File: config.mk
export PLATFORM = sky130hd
export DESIGN_NAME = sd_data_phy_ctrl
export DESIGN_NICKNAME = d
export VERILOG_FILES = /design/src/rtl/sd_data_phy_ctrl.sv
export SDC_FILE = /design/constraint.sdc
export NUM_CORES = 1
export LEC_CHECK = 0
export CAP_MARGIN = 10
export CORE_MARGIN = 4
export CORE_UTILIZATION = 34
export DETAILED_ROUTE_END_ITERATION = 8
export PLACE_DENSITY = 0.73
export SLEW_MARGIN = 20
export SYNTH_ARGS = -nofsm -noshare
export SYNTH_HDL_FRONTEND = slang
export SYNTH_SLANG_ARGS = --single-unit
File: constraint.sdc
create_clock -name SD_CLK -period 3.2 [get_ports SD_CLK]
set_input_delay 0.64 -clock SD_CLK [delete_from_list [all_inputs] [get_ports SD_CLK]]
set_output_delay 0.64 -clock SD_CLK [all_outputs]
set_load 0.005 [all_outputs]
File: src/rtl/sd_data_phy_ctrl.sv
// sd_data_phy_ctrl: DATA-line PHY sequencer between transaction layer, FIFO, PS/SP wrappers and DAT pad.
// Define SD_DATA_PHY_TIMEOUT_EN to build the per-block read timeout counter and timeout_Phy_DATA flag.
module sd_data_phy_ctrl #(
    parameter int DATA_W    = 32,
    parameter int BLK_CNT_W = 4,
    parameter int TO_W      = 16
) (
    input  logic                 SD_CLK,
    input  logic                 RESET_L,
    input  logic                 strobe_IN_DATA_Phy,
    input  logic                 ack_IN_DATA_Phy,
    input  logic [TO_W-1:0]      timeout_Reg_DATA_Phy,
    input  logic [BLK_CNT_W-1:0] blocks_DATA_Phy,
    input  logic                 writeRead_DATA_Phy,
    input  logic                 multiple_DATA_Phy,
    input  logic                 idle_in_DATA_Phy,
    input  logic                 transmission_complete_PS_Phy,
    input  logic                 reception_complete_SP_Phy,
    input  logic [DATA_W-1:0]    data_read_SP_Phy,
    input  logic [DATA_W-1:0]    dataFromFIFO_FIFO_Phy,
    output logic                 complete_Phy_DATA,
    output logic                 timeout_Phy_DATA,
    output logic                 readFIFO_enable_Phy_FIFO,
    output logic                 writeFIFO_enable_Phy_FIFO,
    output logic [DATA_W-1:0]    dataReadToFIFO_Phy_FIFO,
    output logic [DATA_W-1:0]    dataParallel_Phy_PS,
    output logic                 enable_pts_Wrapper_Phy_PS,
    output logic                 enable_stp_Wrapper_Phy_SP,
    output logic                 pad_state_Phy_PAD,
    output logic                 pad_enable_Phy_PAD
);

    typedef enum logic [2:0] {
        ST_IDLE,
        ST_FIFO_READ,
        ST_LOAD_WRITE,
        ST_SEND,
        ST_READ,
        ST_WRITE_FIFO,
        ST_WAIT_ACK
    } state_e;

    localparam logic [BLK_CNT_W-1:0] BLK_ONE = BLK_CNT_W'(1);

    state_e               state_q, state_d;
    logic [BLK_CNT_W-1:0] remaining_q, remaining_d;
    logic [DATA_W-1:0]    data_ps_q, data_ps_d;
    logic [DATA_W-1:0]    data_fifo_q, data_fifo_d;
    logic                 timeout_expired;

`ifdef SD_DATA_PHY_TIMEOUT_EN
    logic [TO_W-1:0] to_limit_q, to_limit_d;
    logic [TO_W-1:0] to_cnt_q, to_cnt_d;
    logic [TO_W-1:0] to_cnt_inc;
    logic            timeout_flag_q, timeout_flag_d;

    // The count for the current READ cycle is compared, so expiry lands exactly `limit` cycles after READ entry.
    assign to_cnt_inc      = to_cnt_q + 1'b1;
    assign timeout_expired = (to_limit_q != '0) && (to_cnt_inc == to_limit_q);

    always_comb begin
        to_limit_d     = to_limit_q;
        to_cnt_d       = to_cnt_q;
        timeout_flag_d = timeout_flag_q;
        if (idle_in_DATA_Phy) begin
            to_cnt_d       = '0;
            timeout_flag_d = 1'b0;
        end else begin
            case (state_q)
                ST_IDLE: if (strobe_IN_DATA_Phy) begin
                    to_limit_d = timeout_Reg_DATA_Phy;
                    to_cnt_d   = '0;
                end
                ST_READ: begin
                    to_cnt_d = to_cnt_inc;
                    if (!reception_complete_SP_Phy && timeout_expired) timeout_flag_d = 1'b1;
                end
                ST_WRITE_FIFO: to_cnt_d = '0;
                ST_WAIT_ACK:   if (ack_IN_DATA_Phy) timeout_flag_d = 1'b0;
                default: ;
            endcase
        end
    end

    always_ff @(posedge SD_CLK or negedge RESET_L) begin
        if (!RESET_L) begin
            to_limit_q     <= '0;
            to_cnt_q       <= '0;
            timeout_flag_q <= 1'b0;
        end else begin
            to_limit_q     <= to_limit_d;
            to_cnt_q       <= to_cnt_d;
            timeout_flag_q <= timeout_flag_d;
        end
    end

    assign timeout_Phy_DATA = timeout_flag_q;
`else
    logic unused_timeout_reg;
    assign unused_timeout_reg = ^timeout_Reg_DATA_Phy;
    assign timeout_expired    = 1'b0;
    assign timeout_Phy_DATA   = 1'b0;
`endif

    always_comb begin
        state_d     = state_q;
        remaining_d = remaining_q;
        data_ps_d   = data_ps_q;
        data_fifo_d = data_fifo_q;
        if (idle_in_DATA_Phy) begin
            state_d     = ST_IDLE;
            remaining_d = '0;
            data_ps_d   = '0;
            data_fifo_d = '0;
        end else begin
            case (state_q)
                ST_IDLE: if (strobe_IN_DATA_Phy) begin
                    remaining_d = (multiple_DATA_Phy && blocks_DATA_Phy != '0) ? blocks_DATA_Phy : BLK_ONE;
                    state_d     = writeRead_DATA_Phy ? ST_FIFO_READ : ST_READ;
                end
                ST_FIFO_READ: state_d = ST_LOAD_WRITE;
                ST_LOAD_WRITE: begin
                    data_ps_d = dataFromFIFO_FIFO_Phy;
                    state_d   = ST_SEND;
                end
                ST_SEND: if (transmission_complete_PS_Phy) begin
                    remaining_d = remaining_q - 1'b1;
                    state_d     = (remaining_q > BLK_ONE) ? ST_FIFO_READ : ST_WAIT_ACK;
                end
                ST_READ: begin
                    if (reception_complete_SP_Phy) begin
                        data_fifo_d = data_read_SP_Phy;
                        state_d     = ST_WRITE_FIFO;
                    end else if (timeout_expired) begin
                        state_d = ST_WAIT_ACK;
                    end
                end
                ST_WRITE_FIFO: begin
                    remaining_d = remaining_q - 1'b1;
                    state_d     = (remaining_q > BLK_ONE) ? ST_READ : ST_WAIT_ACK;
                end
                ST_WAIT_ACK: if (ack_IN_DATA_Phy) state_d = ST_IDLE;
                default: state_d = ST_IDLE;
            endcase
        end
    end

    // NOTE: state registers use non-blocking assignments so every flop samples pre-edge values.
    always_ff @(posedge SD_CLK or negedge RESET_L) begin
        if (!RESET_L) begin
            state_q     <= ST_IDLE;
            remaining_q <= '0;
            data_ps_q   <= '0;
            data_fifo_q <= '0;
        end else begin
            state_q     <= state_d;
            remaining_q <= remaining_d;
            data_ps_q   <= data_ps_d;
            data_fifo_q <= data_fifo_d;
        end
    end

    // Control outputs decode the registered state only, so reset clears them without waiting for an edge.
    always_comb begin
        complete_Phy_DATA         = 1'b0;
        readFIFO_enable_Phy_FIFO  = 1'b0;
        writeFIFO_enable_Phy_FIFO = 1'b0;
        enable_pts_Wrapper_Phy_PS = 1'b0;
        enable_stp_Wrapper_Phy_SP = 1'b0;
        pad_state_Phy_PAD         = 1'b0;
        pad_enable_Phy_PAD        = 1'b0;
        case (state_q)
            ST_FIFO_READ:  readFIFO_enable_Phy_FIFO = 1'b1;
            ST_SEND: begin
                enable_pts_Wrapper_Phy_PS = 1'b1;
                pad_state_Phy_PAD         = 1'b1;
                pad_enable_Phy_PAD        = 1'b1;
            end
            ST_READ: begin
                enable_stp_Wrapper_Phy_SP = 1'b1;
                pad_enable_Phy_PAD        = 1'b1;
            end
            ST_WRITE_FIFO: writeFIFO_enable_Phy_FIFO = 1'b1;
            ST_WAIT_ACK:   complete_Phy_DATA = 1'b1;
            default: ;
        endcase
    end

    assign dataParallel_Phy_PS     = data_ps_q;
    assign dataReadToFIFO_Phy_FIFO = data_fifo_q;

endmodule

Word level (Yosys, flattened, before mapping):

Cells that the tools add are included.

* add/sub/neg operators: 1
* $lt $le $gt $ge: 1
* equal/unequal tests: 10
* muxes and demuxes: 25
* reductions and logical operators: 11

Operators with widths (number)
* 2-to-1 mux 32 bit: 5
* 2-to-1 mux 3 bit: 7
* case mux 3 bit (7 select lines): 1
* 2-to-1 mux 4 bit: 4
* != test 3 bit, second input constant: 4
* case mux 4 bit (3 select lines): 1
* == test 3 bit, second input constant: 3
* nonzero test 4 bit: 2
* == test 3 x 2 -> 1 bit, second input constant: 2
* 2-to-1 mux 1 bit: 6
* nonzero test 2 bit: 3
* > comparator 4 x 1 -> 1 bit, second input constant: 1
* AND reduction 4 bit: 1
* subtractor 4 x 1 -> 4 bit, second input constant: 1
* == test 3 x 1 -> 1 bit, second input constant: 1
* logical NOT 3 bit: 1
* AND reduction 3 bit: 1
* 2-to-1 mux 2 bit: 1
* AND reduction 2 bit: 1
* OR reduction 2 bit: 1
* logical AND 1 bit: 1

* register bits after elaboration: 71
* bits of input ports: 93
* output and inout bits: 72
* word-level logic and storage cells: 52

Longest topological paths before layout:

* word-level depth: 6
* gate-level depth with buffers: 6
* depth with buffers taken out: 6

Worst setup path after synthesis:

Ideal clock, no wire load.

* kind: flip-flop to output port
* start: register state_q[0]
* end: output port pad_state_Phy_PAD
* arrival: 1.102 ns
* required time: 2.560 ns
* slack: 1.458 ns
* cell stages (with the launch flop): 5
* buffers on the path: 2
* cells stage by stage: dfrtp_1 -> clkbuf_1 -> nand2_1 -> nor2_1 -> buf_4

* longest elaborated chain between the ends: 2

Ends and longest elaborated chain
* start, declared: RTL line 45 `state_e state_q, state_d;`
* start signal, assigned: RTL line 156 `state_q <= state_d;`
* == test 3 x 2 -> 1 bit
* 2-to-1 mux 1 bit
* end, declared: RTL line 29 `output logic pad_state_Phy_PAD,`

Every way passes these cells.

Worst setup path after layout:

* start: register state_q[1]
* end: output port pad_state_Phy_PAD

* longest elaborated chain between the ends: 2

Ends and longest elaborated chain
* == test 3 x 2 -> 1 bit: RTL line 172 `case (state_q)`
* 2-to-1 mux 1 bit: RTL line 172

Every way passes these cells.

==> summary.txt <==
Worst setup path
  – Critical Path Sink Type: primary output
  – Worst setup SP type: register
  – RR Startpoint: state_q[2]
  – Slowest CP cell: dfrtp_1
  – R2r worst-path depth: 4
  – Maximum net fanout on the critical path: 18
  – Reg2Reg Setup Slack: 1.19 ns
  – WP data arrival: 2.08 ns
  – CP required: 2.56 ns
  – Reg2Reg Capture Point: dataReadToFIFO_Phy_FIFO[29]
  – Cells along the critical path: nand2_1 > nor2_1 > clkdlybuf4s50_1
  – WS Path Type: register to primary output
  – Slowest cell delay on critical path: 0.69 ns

Synthesis
  – Ys Warns: 0
  – Syn_nets: 320
  – Post-synth top flop: dfrtp_1
  – Mapped Area: 0.00291 mm^2
  – Post-synth EDFFs: 0
  – Yosys reg bits: 71
  – Distinct cells, synth: 40
  – Syn Area/Cell: 12.9 um^2
  – Post-synthesis sequential area ratio: 61.0%
  – Post-synthesis instance total: between 200 and 250
  – Async S/R FF share, synth: 100%

Drt
  – Routed len/inst: 17.1 um
  – Post-DRT Antenna Nets: 0
  – DRT Pass-1 Iters: 4
  – WL final: ~8.2 mm
  – DRC: 0
  – DR vias: 2456
  – Drt initial violations: 82
  – DR vias/cell: between 5 and 6

Clocking
  – Clock Tree Buf Depth: 2
  – H-tree depth: 3
  – Clock transition at path regs: 0.08 ns
  – Clock Sinks: 71
  – Hold-fix buffer count after cts: 0
  – Post-CTS sizing: 0
  – TritonCTS clock tree: done
  – Worst-Skew Late Latency: 0.33 ns
  – Total clock buffers created by CTS: 9
  – Total setup buffers inserted after CTS: 0
  – Root Buffer: clkbuf_8

Placed design
  – Routability cong.: 0.840
  – Post-DP HPWL: 6.01 mm
  – Placed inst area: 0.00447 mm^2
  – PortBufs: between 100 and 150

Timing
  – Final hold violation count: 0
  – Min cycle time layout: 2.72 ns
  – Relative slew margins: 50.0%
  – Setup TNS: 0 ns
  – Slew @ Worst Pin: 0.750 ns
  – Slew Limit Fails: 0
  – WHS: between 0.3 and 0.4 ns
  – Part of the cycle the worst path needs: 85.1%
  – Achievable Freq: 0.367 GHz
  – RSZ-0062 raised after global routing: false
  – Final setup violation count: 0
  – Clock Skews: 0.00818 ns

Power
  – Power per cell area: approximately 560 mW/mm^2
  – Maximum VDD drop: 0.239 mV
  – Leakage: 2.08 nW
  – Final Power: 2.63 mW

Global routing
  – Remaining global-route overflow: 0
  – Largest net degree at the start of global routing: 40
  – Total GRT Usage: 16.4%
  – Initial antenna violation count: 0
  – Number of global-route vias before repair: 2611
  – First-pass GRT wire length: 13.1 mm

Status
  – Outcome: finished clean

Cells and area
  – Commonest non-fill, non-tap cell in the layout: clkdlybuf4s50_1
  – Reg area: 0.00178 mm^2
  – Layout cells sized above 1: 7.80%
  – Nets: 463
  – Commonest cells after routing, fill and taps aside: clkdlybuf4s50_1, dfrtp_1, a22o_1
  – # diodes: 0
  – Fin util: between 50 and 60%
  – Area Growth Syn to Fin: 60.0%
  – Fillers: 705
  – Combined area of the multi-input logic cells: about 0.001 mm^2
  – Final instance area: 0.00466 mm^2

Die
  – Core ar.: 0.00826 mm^2
  – Initial Utilization: 35.3%
  – Die height: 101 um
  – Die width: just over 100 um
  – Area of the die: 0.0101 mm^2
  – Cell row count: 33
  – I/O pin cnt: 165

Min path
  – Worst hold path class: input port to asynchronous set/reset pin

Run
  – Max Cap Violations: 0
==> how the worst max path moves through the flow <==
stage	from	endpoint
after floorplan	state_q[0]	pad_state_Phy_PAD
after global placement	idle_in_DATA_Phy	dataReadToFIFO_Phy_FIFO[2]
after detailed placement	idle_in_DATA_Phy	dataReadToFIFO_Phy_FIFO[6]
after CTS	state_q[1]	pad_state_Phy_PAD
after global routing	state_q[1]	pad_state_Phy_PAD
final	state_q[1]	pad_state_Phy_PAD
==> stage by stage <==
step           setup slack (ns)  cells
3_3_place_gp              0.701    462
2_1_floorplan              1.46    225
6_report                  0.478    477
4_1_cts                   0.465    477
3_5_place_dp              0.661    462
5_1_grt                   0.346    477
==> worst max-delay path, delay by kind of cell (launching register included) <==
kind                   cells  cell delay [ns]
DFF                        1             0.69
and+or+nand+nor            2             0.47
buffers and inverters      1             0.58
==> logic make-up after synthesis <==
family	synth area share (%)
buf+inv	4.13
simple gates	7.56
compound gates	25.0
mux	1.03
other cells	0.129
xor+xnor	0.301
flops	61.0
fa+ha+maj	0.859
==> report_power, final <==
group | internal, mW | total [mW] | switching (mW)
logic | 0.469 | 0.793 | 0.324
registers | 1.02 | 1.15 | 0.129
clock network | 0.354 | 0.682 | 0.328
==> flip-flops by register name, summed over array words and instances, names as in the netlist <==
| signal | flops |
|---|---|
| dataParallel_Phy_PS | 32 |
| dataReadToFIFO_Phy_FIFO | 32 |
| remaining_q | 4 |
| state_q | 3 |
==> synth_stat cells (3+ instances only) <==
cell | number | area [um^2]
buf_4 | 4 | 30.0
buf_2 | 9 | 45.0
clkbuf_1 | 7 | 26.3
nand2b_1 | 3 | 18.8
inv_1 | 5 | 18.8
or3_1 | 4 | 25.0
nor2_1 | 10 | 37.5
nand2_1 | 6 | 22.5
a22o_1 | 67 | 587
o21ai_0 | 3 | 15.0
dfrtp_1 | 71 | 1780
mux2i_1 | 3 | 30.0
==> cell type report <==
cell class              count  area share, %
repair buffers            152           32.6
inverters                   5          0.403
clock buffers               9           2.66
multi-input cells         129           22.1
clock inverters             6           1.34
well taps                 105           2.82
flip-flops and latches     71           38.1
==> layer usage <==
layer  track usage, %  vias up  share of wire, %
met5                0        -                 0
met4             5.60        0              0.87
met3             5.74        6                10
met2             24.8      118                45
met1             22.1     1194                44
li1                 -     1138                 -
No activity file was read; power rests on OpenSTA's default activity.
